===== src/rtl/pipeline_ctrl.sv =====
// -----------------------------------------------------------------------------
// pipeline_ctrl
//   Stall/flush sequencer for the vector ASIP pipeline. It drives the
//   enable/flush controls of the IF/ID, ID/EX, EX/MEM and MEM/WB registers and
//   the PC enable. It handles memory wait states, multi-cycle vector ops in EX,
//   load-use hazards, taken branches and the halt/drain sequence.
//   State updates on posedge clk. The pipeline registers capture on negedge, so
//   the combinational enables settle half a cycle before they are used.
//
// Ports
//   clk, reset          clock (rising edge), async active-high reset
//   start               leave IDLE and begin fetching
//   mem_busy            data memory not ready, freeze the whole pipeline
//   vec_start           multi-cycle vector op in EX this cycle
//   vec_cycles          total EX cycles for that op
//   load_use            ID consumer depends on a load currently in EX
//   branch_taken        branch resolved taken in EX
//   halt_ex             halt instruction in EX
//   pc_en, en_*         PC and pipeline register enables
//   flush_*             load a bubble into that register when enabled
//   done                pipeline fully drained after halt
//   stall_cycles        saturating count of stalled cycles while running
// -----------------------------------------------------------------------------
module pipeline_ctrl #(
  parameter int VCNT_W = 4,
  parameter int PERF_W = 16
) (
  input  logic              clk,
  input  logic              reset,
  input  logic              start,
  input  logic              mem_busy,
  input  logic              vec_start,
  input  logic [VCNT_W-1:0] vec_cycles,
  input  logic              load_use,
  input  logic              branch_taken,
  input  logic              halt_ex,
  output logic              pc_en,
  output logic              en_if_id,
  output logic              en_id_ex,
  output logic              en_ex_mem,
  output logic              en_mem_wb,
  output logic              flush_if_id,
  output logic              flush_id_ex,
  output logic              flush_ex_mem,
  output logic              done,
  output logic [PERF_W-1:0] stall_cycles
);

  typedef enum logic [2:0] {
    S_IDLE     = 3'd0,
    S_RUN      = 3'd1,
    S_VEC_BUSY = 3'd2,
    S_MEM_WAIT = 3'd3,
    S_DRAIN    = 3'd4,
    S_HALTED   = 3'd5
  } state_t;

  state_t              state_q, state_d;
  logic [VCNT_W-1:0]   vcnt_q, vcnt_d;
  logic [1:0]          dcnt_q, dcnt_d;
  logic [PERF_W-1:0]   stall_q, stall_d;

  logic pc_en_s, en_if_id_s, en_id_ex_s, en_ex_mem_s, en_mem_wb_s;
  logic flush_if_id_s, flush_id_ex_s, flush_ex_mem_s, done_s;
  logic stall_track_s;

  // Next-state, counter and output decode from the current state and inputs.
  always_comb begin
    state_d        = state_q;
    vcnt_d         = vcnt_q;
    dcnt_d         = dcnt_q;
    pc_en_s        = 1'b0;
    en_if_id_s     = 1'b0;
    en_id_ex_s     = 1'b0;
    en_ex_mem_s    = 1'b0;
    en_mem_wb_s    = 1'b0;
    flush_if_id_s  = 1'b0;
    flush_id_ex_s  = 1'b0;
    flush_ex_mem_s = 1'b0;
    done_s         = 1'b0;
    case (state_q)
      S_IDLE: begin
        if (start) begin
          state_d = S_RUN;
        end else begin
          state_d = S_IDLE;
        end
      end
      // MEM_WAIT with memory ready is evaluated exactly like RUN, and a busy
      // memory in RUN is the same full freeze as staying in MEM_WAIT.
      S_RUN, S_MEM_WAIT: begin
        if (mem_busy) begin
          state_d = S_MEM_WAIT;
        end else begin
          state_d     = S_RUN;
          pc_en_s     = 1'b1;
          en_if_id_s  = 1'b1;
          en_id_ex_s  = 1'b1;
          en_ex_mem_s = 1'b1;
          en_mem_wb_s = 1'b1;
          if (vec_start) begin
            // A 0/1-cycle vector op completes in one cycle: plain RUN default.
            if (vec_cycles >= VCNT_W'(2)) begin
              pc_en_s        = 1'b0;
              en_if_id_s     = 1'b0;
              en_id_ex_s     = 1'b0;
              flush_ex_mem_s = 1'b1;
              vcnt_d         = vec_cycles - VCNT_W'(2);
              state_d        = S_VEC_BUSY;
            end else begin
              state_d = S_RUN;
            end
          end else if (halt_ex) begin
            pc_en_s       = 1'b0;
            en_if_id_s    = 1'b0;
            flush_id_ex_s = 1'b1;
            dcnt_d        = 2'd2;
            state_d       = S_DRAIN;
          end else if (load_use) begin
            pc_en_s       = 1'b0;
            en_if_id_s    = 1'b0;
            flush_id_ex_s = 1'b1;
          end else if (branch_taken) begin
            flush_if_id_s = 1'b1;
            flush_id_ex_s = 1'b1;
          end else begin
            state_d = S_RUN;
          end
        end
      end
      S_VEC_BUSY: begin
        if (mem_busy) begin
          state_d = S_VEC_BUSY;
        end else begin
          pc_en_s     = 1'b1;
          en_if_id_s  = 1'b1;
          en_id_ex_s  = 1'b1;
          en_ex_mem_s = 1'b1;
          en_mem_wb_s = 1'b1;
          if (vcnt_q != {VCNT_W{1'b0}}) begin
            pc_en_s        = 1'b0;
            en_if_id_s     = 1'b0;
            en_id_ex_s     = 1'b0;
            flush_ex_mem_s = 1'b1;
            vcnt_d         = vcnt_q - VCNT_W'(1);
          end else begin
            // Final iteration: EX/MEM captures the real vector result.
            state_d = S_RUN;
          end
        end
      end
      S_DRAIN: begin
        if (mem_busy) begin
          state_d = S_DRAIN;
        end else begin
          en_id_ex_s    = 1'b1;
          en_ex_mem_s   = 1'b1;
          en_mem_wb_s   = 1'b1;
          flush_id_ex_s = 1'b1;
          if (dcnt_q != 2'd0) begin
            dcnt_d = dcnt_q - 2'd1;
          end else begin
            state_d = S_HALTED;
          end
        end
      end
      S_HALTED: begin
        done_s  = 1'b1;
        state_d = S_HALTED;
      end
      default: begin
        state_d = S_IDLE;
      end
    endcase
  end

  // Stall counting only covers the running states; drain/halt are not stalls.
  always_comb begin
    stall_track_s = (state_q == S_RUN) || (state_q == S_VEC_BUSY) ||
                    (state_q == S_MEM_WAIT);
    if (stall_track_s && !pc_en_s && (stall_q != {PERF_W{1'b1}})) begin
      stall_d = stall_q + PERF_W'(1);
    end else begin
      stall_d = stall_q;
    end
  end

  // State and counter registers with asynchronous reset.
  always_ff @(posedge clk or posedge reset) begin
    if (reset) begin
      state_q <= S_IDLE;
      vcnt_q  <= {VCNT_W{1'b0}};
      dcnt_q  <= 2'd0;
      stall_q <= {PERF_W{1'b0}};
    end else begin
      state_q <= state_d;
      vcnt_q  <= vcnt_d;
      dcnt_q  <= dcnt_d;
      stall_q <= stall_d;
    end
  end

  assign pc_en        = pc_en_s;
  assign en_if_id     = en_if_id_s;
  assign en_id_ex     = en_id_ex_s;
  assign en_ex_mem    = en_ex_mem_s;
  assign en_mem_wb    = en_mem_wb_s;
  assign flush_if_id  = flush_if_id_s;
  assign flush_id_ex  = flush_id_ex_s;
  assign flush_ex_mem = flush_ex_mem_s;
  assign done         = done_s;
  assign stall_cycles = stall_q;

endmodule


===== config.mk =====
export PLATFORM = sky130hd
export DESIGN_NAME = pipeline_ctrl
export DESIGN_NICKNAME = d
export VERILOG_FILES = /design/src/rtl/pipeline_ctrl.sv
export SDC_FILE = /design/constraint.sdc
export NUM_CORES = 1
export LEC_CHECK = 0
export CORE_ASPECT_RATIO = 0.7
export CORE_MARGIN = 2
export CORE_UTILIZATION = 49
export CTS_CLUSTER_SIZE = 8
export DETAILED_ROUTE_END_ITERATION = 7
export PLACE_DENSITY = 0.81
export SLEW_MARGIN = 40
export SYNTH_ARGS = -nofsm -noshare
export SYNTH_HDL_FRONTEND = slang
export SYNTH_SLANG_ARGS = --single-unit

===== constraint.sdc =====
create_clock -name clk -period 2.7 [get_ports clk]
set_clock_uncertainty 0.1 [all_clocks]
set_input_delay 0.54 -clock clk [delete_from_list [all_inputs] [get_ports clk]]
set_output_delay 0.54 -clock clk [all_outputs]
set_load 0.01 [all_outputs]

======== Word-level counts from Yosys, hierarchy flattened ========
Index checks and enable logic that the tools add are counted.
storage, ports and cells
  register bits after elaboration ......... 25
  logic and storage cells ................. 94
  input port bits ......................... 12
  output and inout port bits .............. 25
operators by class
  reductions and logical operators ........ 15
  magnitude comparators ................... 1
  $add $sub $neg .......................... 4
  equality and inequality tests ........... 17
  mux-type cells .......................... 53
operator list
  cell                     number
  $mux W1                  28
  $mux W3                  7
  $mux W4                  5
  $ne A2 B2 Y1 const B     9
  $add A16 B1 Y16 const B  1
  $ne A16 B16 Y1 const B   1
  $pmux W3 S5              1
  $mux W2                  6
  $reduce_and A6 Y1        2
  $pmux W4 S2              1
  $eq A3 B2 Y1 const B     2
  $eq A3 B3 Y1 const B     2
  $ne A3 B3 Y1 const B     2
  $pmux W1 S2              3
  $reduce_bool A2 Y1       3
  $ge A4 B2 Y1 const B     1
  $pmux W2 S2              1
  $reduce_bool A4 Y1       1
  $reduce_or A4 Y1         1
  $sub A4 B1 Y4 const B    1
  $sub A4 B2 Y4 const B    1
  $eq A3 B1 Y1 const B     1
  $logic_not A3 Y1         1
  $pmux W1 S3              1
  6 further kinds          8

======== Logic depth before layout (Yosys ltp) ========
  depth in word-level cells ............... 8
  gate-level depth with buffers ........... 9
  mapped depth without buffers ............ 7

======== Worst setup path after synthesis ========
OpenSTA, ideal clock, no wires.
  kind .................................... flip-flop to output port
  from .................................... register vcnt_q[0]
  to ...................................... output pc_en
  arrival time ............................ 1693 ps
  slack ................................... 367 ps
  path buffers ............................ 2
  stages on the path, launching flop included .. 7
  cells stage by stage .................... dfrtp_1 -> inv_1 -> ha_1 -> or3b_1 -> buf_6 -> o31ai_1 -> buf_4
on the way
  longest elaborated chain between the ends .. 4
RTL lines
  what                      line  text
  start: declaration        59    logic [VCNT_W-1:0] vcnt_q, vcnt_d;
  start signal: assignment  192   vcnt_q <= {VCNT_W{1'b0}};
  start signal: assignment  197   vcnt_q <= vcnt_d;
  $reduce_bool A4 Y1        140   if (vcnt_q != {VCNT_W{1'b0}}) begin
  $mux W1 (2 in series)     -
  $pmux W1 S2               -
  end: declaration          37    output logic pc_en,
Every way passes these cells.

======== Worst setup path in the final report ========
  from .................................... input vec_start
  to ...................................... output flush_if_id
on the way
  longest elaborated chain between the ends .. 3
RTL lines
  what                line  text
  start: declaration  32    input logic vec_start,
  $mux W1             101   if (vec_start) begin
  $mux W1             92    if (mem_busy) begin
  $mux W1             81    case (state_q)
  end: declaration    42    output logic flush_if_id,
Every way passes these cells.

==> flow_summary.ini <==
[power]
pwr-share-seq = 0.347
leakage_nw = 0.979
switchingPower_uw = 688
p_sw_frac = 0.389
combPwrFrac = 0.531
p_int_mw = 1.08
powerDensity_mw_per_mm2 = 848
p_clk_frac = 0.123
max-vdd-ir-drop_uv = 621

[clock_network]
numCtsBuffers = 3
clk_path_buf_depth = 2
clock_latency_ns = 0.26
tritoncts = done
postCtsHoldBufs = 0
h-tree-depth = 1
path_clk_slew_ns = 0.08
cts.root.buffer_cell = clkbuf_8
clock_sinks = 25

[placed_design]
dp_hpwl_mm = 2.99
placed_cells = 254
routabilityCongestion = 0.953
port-buffer-count = 36

[logic_synthesis]
synthCells = 170
synth_flop_cell = dfrtp_1
synth_xor_area_frac = 0.0799
async_reset_ff_frac = 1.00
synth-seq-cells = 25
synth.distinct_cells = 42
muxShareOfSynthArea = 0.0318
synth_seq_area_share = 0.407
synthAdderAreaFrac = 0.0473
synth_top_family_by_area = simple AND/OR/NAND/NOR gates
synthSimpleGateAreaFrac = 0.226
syn-cell-area_sq_mm = 0.00154
synth_compound_area_frac = 0.131
syn_nets = 187
synth_edf_count = 0
synth_area_per_cell_sq_um = 9.03
yosysWarningCount = 0

[worst_setup_path]
crit_path_end_kind = primary output
cp_max_fo = 3
crit_type = in2out
cp.required_ns = 2.06
worst_ep_arrival_time_ns = 1.97
start_kind = input port

[detailed_routing]
avgViaCountPerCell = 5.57
drt-total-wl_mm = 3.80
drt_iter0_drc = 58
num_vias = 1443
drc_errors = 0
wl_per_cell_microns = 14.7
antenna_left = 0
drt_first_pass_iters = 4

[floorplanning]
die_height_microns = 50.8
num_rows = 16
die_w_microns = 70.9
num_io_pins = 37
start_util = 0.533
die-area_sq_mm = 0.00360
core_area_sq_mm = 0.00288

[flow_run]
drv_cap = 0

[outcome]
status = complete, no violations

[global_routing]
grt_overflow = 0
grt_max_degree = 26
grt_pass1_wl_mm = 6.44
antenna_found_initial = 0
first_global_vias = 1411
grt_use_total = 0.226

[sta]
finalSetupViolCount = 0
slew_headroom = 0.747
tns_ns = 0
rsz0062_at_grt = no
drv_slew = 0
min_period_ns = 2.61
hold_violations = 0
worst_pin_slew_ns = 0.379
period_share = 0.966
timing.fmax_mhz = 383

[final_layout]
n_antenna_cell = 0
drive_above_1_share = 0.161
fillerInstances = 237
fin_nets = 241
multi_input_area_sq_um = 800
seq_area_sq_um = 626
area_growth_pct = 35.8
instances_no_fill = 259

[min_path]
worstHoldPathType = reg2reg
## routing by layer
metal / part of all wire / GRT usage / vias to the layer above
met3: 0.041 / 0.0513 / 4
met4: 0.0071 / 0.0472 / 0
met5: 0 / 0 / -
met2: 0.49 / 0.383 / 44
li1: - / - / 696
met1: 0.46 / 0.299 / 699
## critical path, stage by stage
cell	delay (ns)
clkdlybuf4s50_1	0.47
nor3b_2	0.26
buf_4	0.15
and2_1	0.13
and3_1	0.15
dlygate4sd2_1	0.27
## cells by family (layout without fill, tap and decap cells)
family	count (synthesis)	count (layout)
xor+xnor	14	14
mux	4	4
compound gates	31	31
buf+inv	25	78
flops	25	25
fa+ha+maj	6	6
simple gates	65	65
## per-stage QoR
stage / utilization / hold WS (ns) / cell area (sq um) / setup slack, ns / power [mW]
finish: 0.723 / 0.394 / 2080 / 0.0921 / 1.77
global route: 0.723 / 0.423 / 2080 / 0.0114 / 1.89
CTS: 0.725 / 0.396 / 2090 / 0.0218 / 1.77
detailed placement: 0.707 / 0.385 / 2040 / -0.248 / 1.55
global placement: 0.707 / 0.380 / 2040 / -0.189 / 1.50
floorplan: - / 0.395 / 1540 / 0.367 / 1.17
## cell usage in the layout (no fill, tap or decap), types with 3 or more instances in the layout
| cell type | count |
|---|---|
| a21oi_1 | 7 |
| a31oi_1 | 5 |
| and3_1 | 4 |
| and4_1 | 4 |
| buf_4 | 21 |
| clkbuf_8 | 3 |
| clkdlybuf4s50_1 | 29 |
| dfrtp_1 | 25 |
| dlygate4sd2_1 | 4 |
| ha_1 | 5 |
| inv_1 | 17 |
| mux2_2 | 3 |
| nand2_1 | 13 |
| nand2b_1 | 3 |
| nand3_1 | 7 |
| nand4_1 | 3 |
| nor2_1 | 16 |
| nor3_1 | 3 |
| o211ai_1 | 3 |
| o21ai_0 | 5 |
| o31ai_1 | 3 |
| xnor2_1 | 11 |
| xor2_1 | 3 |
## flip-flops by register name, summed over array words and instances (netlist names)
name and cells:
stall_cycles 16, state_q 3, dcnt_q 2, vcnt_q 4
## power groups by stage
stage	Sequential [mW]	Combinational (mW)	Clock, mW
3_5_place_dp	0.615	0.932	0
2_1_floorplan	0.607	0.563	0
5_1_grt	0.630	1.02	0.240
4_1_cts	0.610	0.938	0.226
6_report	0.612	0.938	0.217
3_3_place_gp	0.605	0.891	0
## cells in the mapped netlist (3+ instances only)
cell / instances / share of area
and3_1: 4 / 0.016
dfrtp_1: 25 / 0.41
nand3_1: 7 / 0.023
mux2_2: 3 / 0.022
ha_1: 5 / 0.041
a21oi_1: 7 / 0.023
nand2_1: 13 / 0.032
nand4_1: 3 / 0.012
o31ai_1: 3 / 0.015
inv_1: 17 / 0.042
nor2_1: 16 / 0.039
clkbuf_1: 3 / 0.0073
o21ai_0: 6 / 0.020
xnor2_1: 11 / 0.063
xor2_1: 3 / 0.017
a31oi_1: 5 / 0.020
and4_1: 4 / 0.023
nor3_1: 3 / 0.0098
o211ai_1: 3 / 0.015
nand2b_1: 3 / 0.012
## timing repair
item | CTS | global route
gates resized for setup | 9 | 5
buffers inserted | 1 | 0
pin swaps | 1 | 1
setup endpoints to repair | 6 | 4
hold endpoints to repair | 0 | 0
## layout make-up
cell class	instances	share of cell area
Tap cell	36	0.0216
Sequential cell	25	0.300
Clock buffer	4	0.0216
Multi-Input combinational cell	120	0.384
Inverter	17	0.0306
Timing Repair Buffer	57	0.242
## path summary, 6_finish.rpt
| check | start | to | slack [ns] | cells after the start |
|---|---|---|---|---|
| worst max-delay path | vec_start | flush_if_id | 0.09 | 6 |
| worst min-delay path | stall_cycles[14]$_DFFE_PP0P_ | stall_cycles[14]$_DFFE_PP0P_ | 0.39 | 1 |
| worst max register to register | vcnt_q[1]$_DFFE_PP0P_ | stall_cycles[3]$_DFFE_PP0P_ | 0.33 | 8 |
| worst min register to register | stall_cycles[14]$_DFFE_PP0P_ | stall_cycles[14]$_DFFE_PP0P_ | 0.39 | 1 |
| max in group asynchronous | reset | stall_cycles[3]$_DFFE_PP0P_ | 1.72 | 3 |
| min in group asynchronous | reset | dcnt_q[1]$_DFFE_PP0P_ | 0.53 | 3 |
Power figures use the tool's default switching activity.
